`src/rtl/dp_sign_exp_stage.sv`:
```
// Sign/exponent path of an IEEE-754 double multiplier.
// Stage 1 classifies the operands and adds the biased exponents; stage 2
// removes the bias, resolves the special-value flags and forces the exponent
// for special results. Valid/ready handshake at both ends, one pair per cycle.
module dp_sign_exp_stage #(
    parameter int EXP_W = 11,
    parameter int BIAS  = 1023
) (
    input  logic             clk,
    input  logic             rst_n,
    input  logic             in_valid,
    output logic             in_ready,
    input  logic             a_sign,
    input  logic             b_sign,
    input  logic [EXP_W-1:0] a_exp,
    input  logic [EXP_W-1:0] b_exp,
    input  logic             a_man_zero,
    input  logic             b_man_zero,
    output logic             out_valid,
    input  logic             out_ready,
    output logic             sign,
    output logic [EXP_W+1:0] exp_sum,
    output logic [4:0]       flags
);

    localparam int SW = EXP_W + 2;
    localparam logic [EXP_W-1:0]     EXP_ONES = '1;
    localparam logic signed [SW-1:0] BIAS_S   = SW'(BIAS);
    localparam logic signed [SW-1:0] OVF_LIM  = SW'((1 << EXP_W) - 2);
    localparam logic signed [SW-1:0] ONE_S    = SW'(1);
    localparam logic [SW-1:0]        EXP_NAN  = {2'b00, EXP_ONES};

    // Flag bit positions within {nan, inf, zero, ovf, unf}
    localparam int F_NAN  = 4;
    localparam int F_INF  = 3;
    localparam int F_ZERO = 2;
    localparam int F_OVF  = 1;
    localparam int F_UNF  = 0;

    // Stage 1 state
    logic          s1_vld_q;
    logic          s1_sign_q, s1_sign_d;
    logic [SW-1:0] s1_sum_q,  s1_sum_d;
    logic          s1_nan_q,  s1_nan_d;
    logic          s1_inf_q,  s1_inf_d;
    logic          s1_zero_q, s1_zero_d;

    // Stage 2 state (drives the outputs directly)
    logic          s2_vld_q;
    logic          s2_sign_q,  s2_sign_d;
    logic [SW-1:0] s2_exp_q,   s2_exp_d;
    logic [4:0]    s2_flags_q, s2_flags_d;

    logic          s2_adv;
    logic          a_zero, a_inf, a_nan;
    logic          b_zero, b_inf, b_nan;
    logic signed [SW-1:0] unbiased;

    // Stage 2 moves when empty or when downstream takes its result; stage 1
    // moves when empty or when stage 2 moves, which is exactly in_ready.
    assign s2_adv   = ~s2_vld_q | out_ready;
    assign in_ready = ~s1_vld_q | ~s2_vld_q | out_ready;

    // Operand classification and biased exponent sum (subnormals flush to zero)
    always_comb begin
        a_zero    = (a_exp == '0);
        a_inf     = (a_exp == EXP_ONES) &  a_man_zero;
        a_nan     = (a_exp == EXP_ONES) & ~a_man_zero;
        b_zero    = (b_exp == '0);
        b_inf     = (b_exp == EXP_ONES) &  b_man_zero;
        b_nan     = (b_exp == EXP_ONES) & ~b_man_zero;
        s1_nan_d  = a_nan | b_nan | (a_inf & b_zero) | (a_zero & b_inf);
        s1_inf_d  = a_inf | b_inf;
        s1_zero_d = a_zero | b_zero;
        s1_sign_d = a_sign ^ b_sign;
        s1_sum_d  = {2'b00, a_exp} + {2'b00, b_exp};
    end

    // Stage 1 register: captures the operand pair only on accept
    always_ff @(posedge clk or negedge rst_n) begin
        if (!rst_n) begin
            s1_vld_q  <= 1'b0;
            s1_sign_q <= 1'b0;
            s1_sum_q  <= '0;
            s1_nan_q  <= 1'b0;
            s1_inf_q  <= 1'b0;
            s1_zero_q <= 1'b0;
        end else if (in_ready) begin
            s1_vld_q <= in_valid;
            if (in_valid) begin
                s1_sign_q <= s1_sign_d;
                s1_sum_q  <= s1_sum_d;
                s1_nan_q  <= s1_nan_d;
                s1_inf_q  <= s1_inf_d;
                s1_zero_q <= s1_zero_d;
            end
        end
    end

    // Bias removal and flag resolution, nan > inf > zero > ovf > unf
    always_comb begin
        unbiased   = $signed(s1_sum_q) - BIAS_S;
        s2_sign_d  = s1_sign_q;
        s2_exp_d   = unbiased;
        s2_flags_d = '0;
        if (s1_nan_q) begin
            s2_sign_d         = 1'b0;
            s2_exp_d          = EXP_NAN;
            s2_flags_d[F_NAN] = 1'b1;
        end else if (s1_inf_q) begin
            s2_exp_d          = EXP_NAN;
            s2_flags_d[F_INF] = 1'b1;
        end else if (s1_zero_q) begin
            s2_exp_d           = '0;
            s2_flags_d[F_ZERO] = 1'b1;
        end else if (unbiased > OVF_LIM) begin
            s2_flags_d[F_OVF] = 1'b1;
        end else if (unbiased < ONE_S) begin
            s2_flags_d[F_UNF] = 1'b1;
        end
    end

    // Stage 2 register: holds its result while downstream stalls
    always_ff @(posedge clk or negedge rst_n) begin
        if (!rst_n) begin
            s2_vld_q   <= 1'b0;
            s2_sign_q  <= 1'b0;
            s2_exp_q   <= '0;
            s2_flags_q <= '0;
        end else if (s2_adv) begin
            s2_vld_q <= s1_vld_q;
            if (s1_vld_q) begin
                s2_sign_q  <= s2_sign_d;
                s2_exp_q   <= s2_exp_d;
                s2_flags_q <= s2_flags_d;
            end
        end
    end

    assign out_valid = s2_vld_q;
    assign sign      = s2_sign_q;
    assign exp_sum   = s2_exp_q;
    assign flags     = s2_flags_q;

endmodule

```
`config.mk`:
```
export PLATFORM = sky130hd
export DESIGN_NAME = dp_sign_exp_stage
export DESIGN_NICKNAME = d
export VERILOG_FILES = /design/src/rtl/dp_sign_exp_stage.sv
export SDC_FILE = /design/constraint.sdc
export NUM_CORES = 1
export LEC_CHECK = 0
export ABC_AREA = 1
export CORE_AREA = 3 3 82 84
export CTS_BUF_LIST = sky130_fd_sc_hd__clkbuf_8 sky130_fd_sc_hd__clkbuf_16
export DETAILED_ROUTE_END_ITERATION = 10
export DIE_AREA = 0 0 85 87
export HOLD_SLACK_MARGIN = 0.05
export PLACE_DENSITY = 0.71
export RECOVER_POWER = 100
export SLEW_MARGIN = 20
export SYNTH_ARGS = -nofsm -noshare
export SYNTH_HDL_FRONTEND = slang
export SYNTH_SLANG_ARGS = --single-unit
```
`constraint.sdc`:
```
create_clock -name clk -period 1.75 [get_ports clk]
set_input_delay 0.35 -clock clk [delete_from_list [all_inputs] [get_ports clk]]
set_output_delay 0.35 -clock clk [all_outputs]
set_load 0.1 [all_outputs]
```
==> results.cfg, run 1 <==
[synth]
synth.top_cell.area_share_pct = 38.4
synth_edf_count = 0
synth_cell_types = 31
synth_seq_area_share_pct = 38.4
synth_fp_nets = 381
ys_async_sr_fraction_pct = 100
ys.flop_type = dfrtp_1
yosys-top-cells-area = dfrtp_1 (38%), nand2_1 (15%), inv_1 (7.0%)
yosysWarningCount = 0
netlist_instances = 337
synth-seq-cells = 37
post_synth_instance_area_um2 = 2410
yosysTopAreaCell = dfrtp_1
syn_area_per_cell_um2 = 7.16

[global_route]
antenna_found_initial = 0
grt_pass1_wl_mm = 10.3
grtUsageTotal_pct = 17.1
grt_start_max_net_pins = 38
grt_remaining_overflow = 0
grt_pass1_vias = 2400

[floorplan]
initial_core_util_pct = 40.3
core-area_um2 = 5990
die_height_um = 87
die-width_um = 85
num_rows = 28
die_area_um2 = 7400
ios = 51

[timing]
finClkSkew_ns = 0.00431
maxSlewViolCount = 0
fin_ws_ns = -0.0156
fin_crit_ns = 1.77
fmax_mhz = 566
tightest_slew_ns = 0.872
slew_headroom_pct = 41.9
setup_viol = 1
finalCritPeriodShare_pct = 101
hold_viol_final = 0

[final_layout]
largest_reg_flops = 13
final_common_cell = nand2_1
post-route-util_pct = 60.4
mostFrequentLayoutCells = nand2_1 (87), buf_4 (46), inv_1 (39)
area_growth_pct = 49.9
drive_gt1_share_pct = 27.7
final_nets = 483
diodes = 0
design_area_um2 = 3620

[cts]
cts-root-buf = clkbuf_8
cts_buffer_depth = 2
cts_buffers = 5
cts_max_level = 2
clock-sinks = 37
clkTransAtPathRegs_ns = 0.07
clock_latency_ns = 0.30
cts_tree = yes

[worst_setup_path]
cp_max_fo = 4
cp-start-kind = primary input
crit_path_max_incr_delay_ns = 0.54
crit_required_ns = 1.93
timing.rr.end = flags[0]$_DFFE_PN0P_
worstRegToRegCells = 11
r2r_start = s1_sum_q[0]$_DFFE_PN0P_
crit_slowest_cell = clkdlybuf4s50_1
crit_chain = clkdlybuf4s50_1 > ha_4 > a21oi_2 > o21ai_2 > nor2_2 > o211ai_1 > nand3_1 > o21ai_0
endpoint_kind = flop
worstPathArrival_ns = 1.95
crit_type = in2reg
ff2ff_setup_slack_ns = 0.16

[pwr]
leakage_uw = 0.00180
vdd_drop_max_mv = 0.588
p_total_uw = 3580
pwr_density_cell_nw_per_um2 = 990

[detailed_routing]
firstDrtPassIters = 4
drc = 0
vias_per_cell = 5.02
vias = 2587
wl_per_cell_um = 12.7
drtAntennaViolNets = 0
finalWirelength_mm = 6.56
drtIter0Drc = 113

[hold_path]
hold_depth = 2
min-delay-start = exp_sum[12]$_DFFE_PN0P_
hold_class = reg2reg
hold_end = exp_sum[12]$_DFFE_PN0P_

[place]
place_ws_ns = -0.535
dp_hpwl_mm = 4.84
gp_congestion = 0.805
place_area_um2 = 3530
port-buffer-count = 50

[run_status]
status = finished with violations
violations = negative setup slack

[flow_run]
drv_cap = 0
[synth_stat cells, types with 2 or more instances]
| library cell | instances |
|---|---|
| o21ai_0 | 25 |
| nand4_1 | 9 |
| ha_1 | 13 |
| clkbuf_1 | 4 |
| xor2_1 | 4 |
| dfrtp_1 | 37 |
| nor4_1 | 2 |
| o211ai_1 | 10 |
| nand2_1 | 95 |
| inv_1 | 45 |
| a21oi_1 | 10 |
| a31oi_1 | 3 |
| nor2_1 | 35 |
| nand3_1 | 20 |
| nor3_1 | 8 |
| o21ai_1 | 2 |
[cells by family (layout without fill, tap and decap cells)]
group	count (synthesis)	count (layout)	synth area share, %
AOI/OAI and AO/OA	55	55	13.2
adders and majority gates	14	14	7.57
xor gates and xnor gates	5	5	1.82
and+or+nand+nor	176	176	31.2
buffers and inverters	50	153	7.83
DFF	37	37	38.4
[worst max-delay path, delay by kind of cell]
family	cells	cell delay [ns]
AND/OR/NAND/NOR	2	0.31
AO/OA/AOI/OAI	4	0.52
buffers and inverters	1	0.54
adder cells (fa/ha/maj)	1	0.24
[how the worst max path moves through the flow]
stage	slack (ns)	startpoint	to	cells past startpoint
floorplan	0.04	out_valid$_DFFE_PN0N_	in_ready	3
global placement	-0.50	a_exp[0]	s1_sum_q[8]$_DFFE_PN0P_	10
detailed placement	-0.54	a_exp[0]	s1_sum_q[8]$_DFFE_PN0P_	10
CTS	-0.05	a_exp[3]	s1_sum_q[8]$_DFFE_PN0P_	9
global route	-0.08	a_exp[9]	s1_sum_q[10]$_DFFE_PN0P_	8
finish	-0.02	b_exp[2]	s1_sum_q[7]$_DFFE_PN0P_	8
[where the power goes]
group	internal (uW)	switching, uW
combinational	513	1330
sequential	1030	136
clock	274	308
[stage by stage]
stage                     setup TNS (ns)  std cells  hold slack [ns]
final                            -0.0156        515            0.481
after global routing              -0.214        515            0.499
after CTS                        -0.0535        506            0.522
after detailed placement           -4.00        497            0.325
after global placement             -3.57        497            0.324
after floorplan                        0        337           0.0544
[layer usage]
layer	GRT usage, %	up-vias	share of wire (%)
met2	30.4	89	48
met3	3.50	22	6.0
li1	-	1310	-
met4	8.20	0	4.2
met5	0	-	0
met1	19.5	1166	41
[repair_timing]
action	in CTS	in global routing
pin swaps	1	25
setup buffers	0	9
hold endpoints to repair	37	0
endpoints found under the setup margin	8	11
gates resized for setup	12	52
hold buffers	1	0
[layout make-up]
| cell class | count | area, um^2 |
|---|---|---|
| Multi-Input combinational cell | 250 | 1510 |
| Tap cell | 75 | 93.8 |
| Timing Repair Buffer | 100 | 815 |
| Sequential cell | 37 | 932 |
| Clock buffer | 5 | 68.8 |
| Clock inverter | 3 | 17.5 |
| Fill cell | 524 | 2370 |
| Inverter | 45 | 179 |
No activity file was read; power rests on OpenSTA's default activity.
==> run 2: changes to the inputs <==
RECOVER_POWER = 50   (was 100)
==> run 2 against run 1 <==
  * The run still ends with negative setup slack left
  * Design area grew 6.1%
  * Via count hardly changed
  * Die area is the same
  * First-iteration DRC count grew 8.0%
  * Sequential share of layout area is 1.5 points lower
  * Fmax about the same
  * Critical path type unchanged
  * Highest routed layer unchanged
  * Worst hold slack improved by 0.0073 ns
  * Global-route usage is the same
  * Largest cell class unchanged
  * Routed wire length is 0.76% lower
==> results.cfg, run 2 (synthesized netlist as in run 1, its figures left out) <==
[run_status]
status = finished with violations
violations = negative setup slack

[detailed_routing]
drtAntennaViolNets = 0
finalWirelength_mm = 6.51
wl_per_cell_um = 12.6
drc = 0
vias = 2585
vias_per_cell = 5.02
drtIter0Drc = 122
firstDrtPassIters = 4

[timing]
fmax_mhz = 566
finalCritPeriodShare_pct = 101
slew_headroom_pct = 42.1
maxSlewViolCount = 0
tightest_slew_ns = 0.869
hold_viol_final = 0
finClkSkew_ns = 0.00428
setup_viol = 1
fin_crit_ns = 1.77
fin_ws_ns = -0.0154

[global_route]
grtUsageTotal_pct = 17.1
grt_start_max_net_pins = 38
antenna_found_initial = 0
grt_pass1_vias = 2400
grt_pass1_wl_mm = 10.3
grt_remaining_overflow = 0

[final_layout]
fin_cells = 515
final_common_cell = nand2_1
diodes = 0
mostFrequentLayoutCells = nand2_1 (87), buf_4 (47), inv_1 (39)
area_growth_pct = 59.1
final_nets = 483
largest_reg_flops = 13
drive_gt1_share_pct = 28.2

[worst_setup_path]
ff2ff_setup_slack_ns = 0.16
crit_end = s1_sum_q[7]$_DFFE_PN0P_
crit_slowest_cell = clkdlybuf4s50_1
crit_required_ns = 1.94
crit_type = in2reg
cp_max_fo = 4
timing.rr.end = flags[0]$_DFFE_PN0P_
r2r_start = s1_sum_q[0]$_DFFE_PN0P_
worstRegToRegCells = 11
cp-start-kind = primary input
worstPathArrival_ns = 1.95
crit_chain = clkdlybuf4s50_1 > ha_4 > a21oi_2 > o21ai_2 > nor2_2 > o211ai_1 > nand3_1 > o21ai_0
crit_path_max_incr_delay_ns = 0.54
critPathLaunch = b_exp[2]
endpoint_kind = flop

[cts]
cts_max_level = 2
cts_tree = yes
clock-sinks = 37
cts_buffer_depth = 2
clock_latency_ns = 0.30
cts-root-buf = clkbuf_8
cts_buffers = 5
clkTransAtPathRegs_ns = 0.07

[floorplan]
die_height_um = 87
initial_core_util_pct = 40.3
die-width_um = 85
die_area_um2 = 7400
ios = 51
core-area_um2 = 5990
num_rows = 28

[pwr]
pwr_density_cell_nw_per_um2 = 999
leakage_uw = 0.00187
p_total_uw = 3840
vdd_drop_max_mv = 0.799

[flow_run]
drv_cap = 0

[place]
gp_congestion = 0.805
port-buffer-count = 50
dpl.cell_count = 497
dp_hpwl_mm = 4.84

[hold_path]
hold_class = reg2reg
run 2: changes by cell type in the layout (fill, tap and decap cells not counted), sizes merged:
| cell | before | now |
|---|---|---|
| buf | 50 | 64 |
| clkbuf | 26 | 12 |
run 2: metal layers:
layer  GRT usage [%]  vias up  routed length (um)
met3            3.50       20                 340
met2            30.4       89                3220
met1            19.5     1166                2680
li1                -     1310                   -
met5               0        -                   0
met4            8.20        0                 261
run 2: how the worst min path moves through the flow:
stage,cells after the start,slack [ns],from,endpoint
floorplan,0,0.05,rst_n,exp_sum[0]$_DFFE_PN0P_
global placement,2,0.32,rst_n,exp_sum[2]$_DFFE_PN0P_
finish,2,0.49,flags[1]$_DFFE_PN0P_,flags[1]$_DFFE_PN0P_
CTS,2,0.52,s1_vld_q$_DFFE_PN0N_,out_valid$_DFFE_PN0N_
detailed placement,2,0.33,rst_n,exp_sum[4]$_DFFE_PN0P_
global route,2,0.50,flags[1]$_DFFE_PN0P_,flags[1]$_DFFE_PN0P_
run 2: power breakdown:
part	leakage (uW)	total, uW	internal (uW)	switching, uW
sequential	0.000443	1200	1030	173
clock	0.0000439	584	274	310
combinational	0.00138	2050	726	1320
total	0.00187	3840	2030	1810
run 2: worst max-delay path: cells and delay by family:
family	cells	cell delay [ns]
adder cells (fa/ha/maj)	1	0.24
buffers and inverters	1	0.54
AO/OA/AOI/OAI	4	0.52
AND/OR/NAND/NOR	2	0.31
run 2: layout make-up:
type,count,area (um^2)
Timing Repair Buffer,100,1030
Inverter,45,179
Clock buffer,5,68.8
Clock inverter,3,17.5
Fill cell,495,2150
Multi-Input combinational cell,250,1520
Tap cell,75,93.8
Sequential cell,37,932
run 2: repair_timing:
action | 4_1_cts | 5_1_grt
setup endpoints to repair | 8 | 11
pin swaps | 1 | 25
resized for setup | 12 | 52
hold endpoints to repair | 37 | 0
hold buffers | 1 | 0
buffers inserted | 0 | 9
run 2: stage by stage:
step	util [%]	TNS, ns	area [um^2]	setup WS (ns)	hold slack [ns]
after floorplan	-	0	2430	0.0406	0.0544
after global placement	59.0	-3.57	3530	-0.500	0.324
after detailed placement	59.0	-4.00	3530	-0.535	0.325
final	64.1	-0.0154	3840	-0.0154	0.488
after global routing	64.1	-0.214	3840	-0.0832	0.499
after CTS	60.9	-0.0535	3650	-0.0535	0.522
